==> config.mk <==
export PLATFORM = sky130hd
export DESIGN_NAME = pixel_shader_arbiter
export DESIGN_NICKNAME = d
export VERILOG_FILES = /design/src/rtl/pixel_shader_arbiter.sv
export SDC_FILE = /design/constraint.sdc
export NUM_CORES = 1
export LEC_CHECK = 0
export ABC_CLOCK_PERIOD_IN_PS = 5400
export BUFFER_PORTS_ARGS = -buffer_cell sky130_fd_sc_hd__clkbuf_2
export CAP_MARGIN = 30
export CORE_MARGIN = 2
export CORE_UTILIZATION = 49
export CTS_CLUSTER_SIZE = 16
export DETAILED_ROUTE_END_ITERATION = 16
export PLACE_DENSITY = 0.85
export SKIP_LAST_GASP = 1
export SLEW_MARGIN = 20
export SYNTH_ARGS = -nofsm -noshare
export SYNTH_HDL_FRONTEND = slang
export SYNTH_SLANG_ARGS = --single-unit
==> constraint.sdc <==
create_clock -name clk -period 5.4 [get_ports clk]
set_input_delay 1.08 -clock clk [delete_from_list [all_inputs] [get_ports clk]]
set_output_delay 1.08 -clock clk [all_outputs]
set_load 0.1 [all_outputs]
==> src/rtl/pixel_shader_arbiter.sv <==
`default_nettype none
// ============================================================================
//  Module      : pixel_shader_arbiter
//  Description : Round-robin, burst-limited arbiter that shares one shader
//                datapath between NUM_REQ pixel sources. Each issued pixel
//                carries its requester id down a fixed-latency shadow pipe,
//                so every shader result is routed back to its originator.
//                Optional per-requester beat counters are built when the
//                macro PIXEL_ARB_STATS_EN is defined.
//  Revision    : 1.0 - initial release
// ============================================================================
module pixel_shader_arbiter #(
    parameter int NUM_REQ    = 4,
    parameter int BURST_MAX  = 16,
    parameter int SHADER_LAT = 3
) (
    input  logic                       clk,
    input  logic                       rst_n,
    input  logic [NUM_REQ-1:0]         req_valid,
    input  logic [NUM_REQ-1:0]         req_last,
    input  logic [24*NUM_REQ-1:0]      req_rgb,
    output logic [NUM_REQ-1:0]         req_ready,
    output logic [7:0]                 shd_r,
    output logic [7:0]                 shd_g,
    output logic [7:0]                 shd_b,
    output logic                       shd_valid,
    input  logic [7:0]                 shd_res_r,
    input  logic [7:0]                 shd_res_g,
    input  logic [7:0]                 shd_res_b,
    input  logic                       shd_res_valid,
    output logic [23:0]                resp_rgb,
    output logic [NUM_REQ-1:0]         resp_valid,
    output logic                       busy,
`ifdef PIXEL_ARB_STATS_EN
    input  logic [$clog2(NUM_REQ)-1:0] stat_sel,
    output logic [15:0]                stat_beats,
`endif
    output logic                       err_seq
);

    localparam int         c_ID_W      = $clog2(NUM_REQ);
    localparam logic [7:0] c_BURST_MAX = 8'(BURST_MAX);
    localparam logic [0:0] c_S_IDLE    = 1'b0;
    localparam logic [0:0] c_S_BURST   = 1'b1;

    // Arbitration / burst state. r_owner doubles as "last owner": it keeps
    // the id of the most recent grant, which is exactly the round-robin
    // pointer for the next arbitration.
    logic [0:0]        r_state;
    logic [0:0]        w_state_nxt;
    logic [c_ID_W-1:0] r_owner;
    logic [7:0]        r_beat_cnt;

    logic              w_grant_found;
    logic [c_ID_W-1:0] w_grant_id;
    logic              w_owner_valid;
    logic              w_owner_last;
    logic [23:0]       w_owner_rgb;
    logic              w_xfer;
    logic [7:0]        w_beat_inc;
    logic              w_burst_done;

    // Shader-side pixel register and tag shadow pipe.
    logic              r_shd_valid;
    logic [23:0]       r_shd_rgb;
    logic [c_ID_W-1:0] r_shd_id;
    logic [SHADER_LAT-1:0] r_tag_v;
    logic [c_ID_W-1:0]     r_tag_id [SHADER_LAT];
    logic                  w_tag_v_out;
    logic [c_ID_W-1:0]     w_tag_id_out;
    logic [NUM_REQ-1:0]    w_tag_onehot;

    // Response path.
    logic [NUM_REQ-1:0] r_resp_valid;
    logic [23:0]        r_resp_rgb;
    logic               r_err_seq;

    assign w_owner_valid = req_valid[r_owner];
    assign w_owner_last  = req_last[r_owner];
    assign w_owner_rgb   = req_rgb[int'(r_owner)*24 +: 24];
    assign w_xfer        = (r_state == c_S_BURST) && w_owner_valid;
    assign w_beat_inc    = r_beat_cnt + 8'd1;
    // A burst closes on a tagged last pixel, on the beat limit, or when the
    // owner drops valid (no transfer happens in that cycle).
    assign w_burst_done  = (w_xfer && (w_owner_last || (w_beat_inc == c_BURST_MAX))) ||
                           ((r_state == c_S_BURST) && !w_owner_valid);

    // Round-robin search starting just after the previous owner, with wrap.
    always_comb begin
        w_grant_found = 1'b0;
        w_grant_id    = '0;
        for (int i = 1; i <= NUM_REQ; i++) begin
            if (!w_grant_found && req_valid[(int'(r_owner) + i) % NUM_REQ]) begin
                w_grant_found = 1'b1;
                w_grant_id    = c_ID_W'((int'(r_owner) + i) % NUM_REQ);
            end
        end
    end

    // Next-state logic; IDLE after every burst is where re-arbitration happens.
    always_comb begin
        w_state_nxt = r_state;
        case (r_state)
            c_S_IDLE:  if (w_grant_found) w_state_nxt = c_S_BURST;
            c_S_BURST: if (w_burst_done)  w_state_nxt = c_S_IDLE;
            default:   w_state_nxt = c_S_IDLE;
        endcase
    end

    // Ready is decoded from registered state only, never from req_valid.
    always_comb begin
        req_ready = '0;
        if (r_state == c_S_BURST) req_ready[r_owner] = 1'b1;
    end

    // State register, grant capture and beat counting.
    always_ff @(posedge clk or negedge rst_n) begin
        if (!rst_n) begin
            r_state    <= c_S_IDLE;
            r_owner    <= c_ID_W'(NUM_REQ - 1);
            r_beat_cnt <= '0;
        end else begin
            r_state <= w_state_nxt;
            if ((r_state == c_S_IDLE) && w_grant_found) begin
                r_owner    <= w_grant_id;
                r_beat_cnt <= '0;
            end else if (w_xfer) begin
                r_beat_cnt <= w_beat_inc;
            end
        end
    end

    // Present the accepted pixel to the shader one cycle after the transfer.
    always_ff @(posedge clk or negedge rst_n) begin
        if (!rst_n) begin
            r_shd_valid <= 1'b0;
            r_shd_rgb   <= '0;
            r_shd_id    <= '0;
        end else begin
            r_shd_valid <= w_xfer;
            if (w_xfer) begin
                r_shd_rgb <= w_owner_rgb;
                r_shd_id  <= r_owner;
            end
        end
    end

    // Tag shadow pipe: its last stage lines up with the shader result.
    always_ff @(posedge clk or negedge rst_n) begin
        if (!rst_n) begin
            r_tag_v <= '0;
            for (int k = 0; k < SHADER_LAT; k++) r_tag_id[k] <= '0;
        end else begin
            r_tag_v[0]  <= r_shd_valid;
            r_tag_id[0] <= r_shd_id;
            for (int k = 1; k < SHADER_LAT; k++) begin
                r_tag_v[k]  <= r_tag_v[k-1];
                r_tag_id[k] <= r_tag_id[k-1];
            end
        end
    end

    assign w_tag_v_out  = r_tag_v[SHADER_LAT-1];
    assign w_tag_id_out = r_tag_id[SHADER_LAT-1];
    assign w_tag_onehot = {{(NUM_REQ-1){1'b0}}, 1'b1} << w_tag_id_out;

    // Route matched results to their owner; flag any result/tag disagreement.
    always_ff @(posedge clk or negedge rst_n) begin
        if (!rst_n) begin
            r_resp_valid <= '0;
            r_resp_rgb   <= '0;
            r_err_seq    <= 1'b0;
        end else begin
            if (shd_res_valid && w_tag_v_out) begin
                r_resp_valid <= w_tag_onehot;
                r_resp_rgb   <= {shd_res_r, shd_res_g, shd_res_b};
            end else begin
                r_resp_valid <= '0;
                if (shd_res_valid ^ w_tag_v_out) r_err_seq <= 1'b1;
            end
        end
    end

`ifdef PIXEL_ARB_STATS_EN
    logic [15:0] r_stat_cnt [NUM_REQ];
    logic [15:0] r_stat_beats;

    genvar gi;
    generate
        for (gi = 0; gi < NUM_REQ; gi++) begin : g_stat_cnt
            // Count pixels accepted from this requester, sticking at full scale.
            always_ff @(posedge clk or negedge rst_n) begin
                if (!rst_n) begin
                    r_stat_cnt[gi] <= '0;
                end else if (w_xfer && (r_owner == c_ID_W'(gi)) && (r_stat_cnt[gi] != 16'hFFFF)) begin
                    r_stat_cnt[gi] <= r_stat_cnt[gi] + 16'd1;
                end
            end
        end
    endgenerate

    // Registered read port for the selected counter.
    always_ff @(posedge clk or negedge rst_n) begin
        if (!rst_n) begin
            r_stat_beats <= '0;
        end else if (int'(stat_sel) < NUM_REQ) begin
            r_stat_beats <= r_stat_cnt[stat_sel];
        end else begin
            r_stat_beats <= '0;
        end
    end

    assign stat_beats = r_stat_beats;
`endif

    assign shd_valid  = r_shd_valid;
    assign shd_r      = r_shd_rgb[23:16];
    assign shd_g      = r_shd_rgb[15:8];
    assign shd_b      = r_shd_rgb[7:0];
    assign resp_valid = r_resp_valid;
    assign resp_rgb   = r_resp_rgb;
    assign err_seq    = r_err_seq;
    assign busy       = (r_state == c_S_BURST) || r_shd_valid || (|r_tag_v);

endmodule
`default_nettype wire

==> flow_summary.toml <==
[timing]
min_period_ns = 3.429
max_freq_ghz = 0.2917
fin_skew_ns = 0.007026
grt_setup_unrepaired = "no"
hold_viol = 0
setup_violations = 0
tightest_slew_ns = 0.7569
relSlewSlack_pct = 49.54
final.period_utilization_pct = 63.50
slew_viol_final = 0
finalSetupTns_ns = 0

[synthesis]
synth_edf_count = 0
syn_area_sq_mm = 0.003725
synth_nets = 435
synth_seq_cells = 76
synth_warnings = 0
ys_async_sr_fraction_pct = 100.0
yosysSeqAreaShare_pct = 51.13
postSynthCellCount = 298
synth.top_cell.area_share_pct = 49.71
synth_top_area_cell = "dfrtp_1"
avgSynthCellArea_sq_um = 12.50
synth.area.top_cells = "dfrtp_1, mux4_2, nand2_1"
synth-main-ff-cell = "dfrtp_1"
ys_types = 42

[clock_tree]
cts_buffers = 9
cts_tree = "done"
h-tree-depth = 3
root_buffer = "clkbuf_8"
worstSkewPairLatency_ns = 0.34
cts_num_sinks = 76
clockBufferDepth = 2
postCtsHoldBufs = 0
cts.clk_slew.worst_paths_ns = 0.07
post_cts_resized = 0
cts_setup_buffers = 0

[drt]
via_count = 3094
drtIter0Drc = 87
dr.pass1.iters = 4
totalWireLength_microns = 9223
post_drt_wl_per_cell_microns = 15.71
ant_nets = 0
route.detailed.drc = 0
vias_per_cell = 5.271

[floorplanning]
dieArea_sq_mm = 0.008315
row_count = 31
start_util_pct = 51.08
core_sq_mm = 0.007292
ioPinCount = 190
die_h_microns = 91.19
die_w_microns = 91.19

[placed_design]
gp_congestion = 0.8201
port_buffers = 189
hpwl_microns = 7055

[critical_path]
critPathCaptureType = "output port"
worstPathArrival_ns = 2.35
crit_type = "register to output port"
cp-start-kind = "register"
worstPathRequired_ns = 4.32
crit_path_max_fanout = 20

[finish]
area_delta_synth_final_pct = 32.95
nets = 621
mostFrequentLayoutCell = "clkbuf_2"
nFillCells = 581
multi_input_area_sq_mm = 0.001710
seq_area_sq_mm = 0.001904
final_cell_mix = "clkbuf_2, nand2_1, dfrtp_1"
num_antenna_cells = 0
drive_gt1_share_pct = 55.12

[min_path]
hp-class = "register to register"

[global_routing]
grt.total_usage_pct = 22.78
antenna_found_initial = 0
grt_max_degree = 77
grt_overflow = 0
grt_pass1_vias = 3150
grt_pass1_wl_microns = 14900

[run]
cap_violations = 0

[outcome]
outcome = "complete, no violations"
-- layout make-up --
cell class              count  share of cell area, %
clock buffers              11                  3.057
inverters                   7                 0.5306
repair buffers            192                  20.41
well taps                  99                  2.501
multi-input cells         198                  34.54
clock inverters             4                 0.5053
flip-flops and latches     76                  38.45
-- state kept, by name (all words and copies together) (netlist names) --
signal,cells
r_beat_cnt,8
resp_rgb,24
w_tag_id_out,2
r_state,1
r_shd_id,2
err_seq,1
r_tag_id,4
r_shd_rgb,24
shd_valid,1
r_owner,2
resp_valid,4
r_tag_v,3
-- critical path, cell delays in order (launching register included) --
cell	delay (ns)
dfstp_2	0.93
buf_16	0.25
inv_1	0.10
ha_1	0.20
and2_1	0.15
clkbuf_2	0.36
-- cell usage after synthesis (all sizes together) (2+ instances only) --
cell type  instances
dfrtp             74
mux2i              3
inv                7
and3               6
a21oi              4
o311ai             2
o21ai              5
ha                 6
clkbuf             5
and2               6
buf               12
nand2             83
mux2              24
nor4               3
nor2b              3
dfstp              2
a22o               3
mux4              29
nor2               2
nand3              3
-- kinds of logic after synthesis --
family                   after synthesis  synth area share, %
XOR/XNOR                               2               0.4704
multiplexers                          56                25.60
buffers and inverters                 24                3.023
AO/OA/AOI/OAI                         22                4.569
AND/OR/NAND/NOR                      112                13.20
adder cells (fa/ha/maj)                6                2.015
flip-flops                            76                51.13
-- final timing paths --
kind	startpoint	to	slack, ns	depth (start not counted)
max	r_owner[0]	req_ready[0]	1.97	5
min	r_tag_id[2]	w_tag_id_out[0]	0.34	0
max reg2reg	r_owner[1]	r_beat_cnt[5]	2.34	6
min reg2reg	r_tag_id[2]	w_tag_id_out[0]	0.34	0
max in group asynchronous	rst_n	r_owner[1]	4.18	2
min in group asynchronous	rst_n	resp_rgb[0]	0.62	1
-- layer usage --
layer / vias to the layer above / global-route usage (%) / wire length (microns)
met3: 15 / 5.228 / 607
met2: 137 / 39.63 / 4712
li1: 1431 / - / -
met5: - / 0 / 0
met4: 0 / 7.702 / 168
met1: 1511 / 28.08 / 3734
-- per-stage QoR --
step	hold WS [ns]	worst slack (ns)	area, sq um	util (%)	instances
after detailed placement	0.3358	2.270	4746	65.08	571
after floorplan	0.3312	2.393	3725	-	298
after CTS	0.3484	1.909	4922	67.50	586
after global placement	0.3327	2.061	4718	64.70	570
after global routing	0.3552	1.808	4952	67.91	587
final	0.3423	1.971	4952	67.91	587
Power is left out: the tool's default activity adds up to more than one toggle a clock period on the data nets, which glitch-free logic cannot reach.
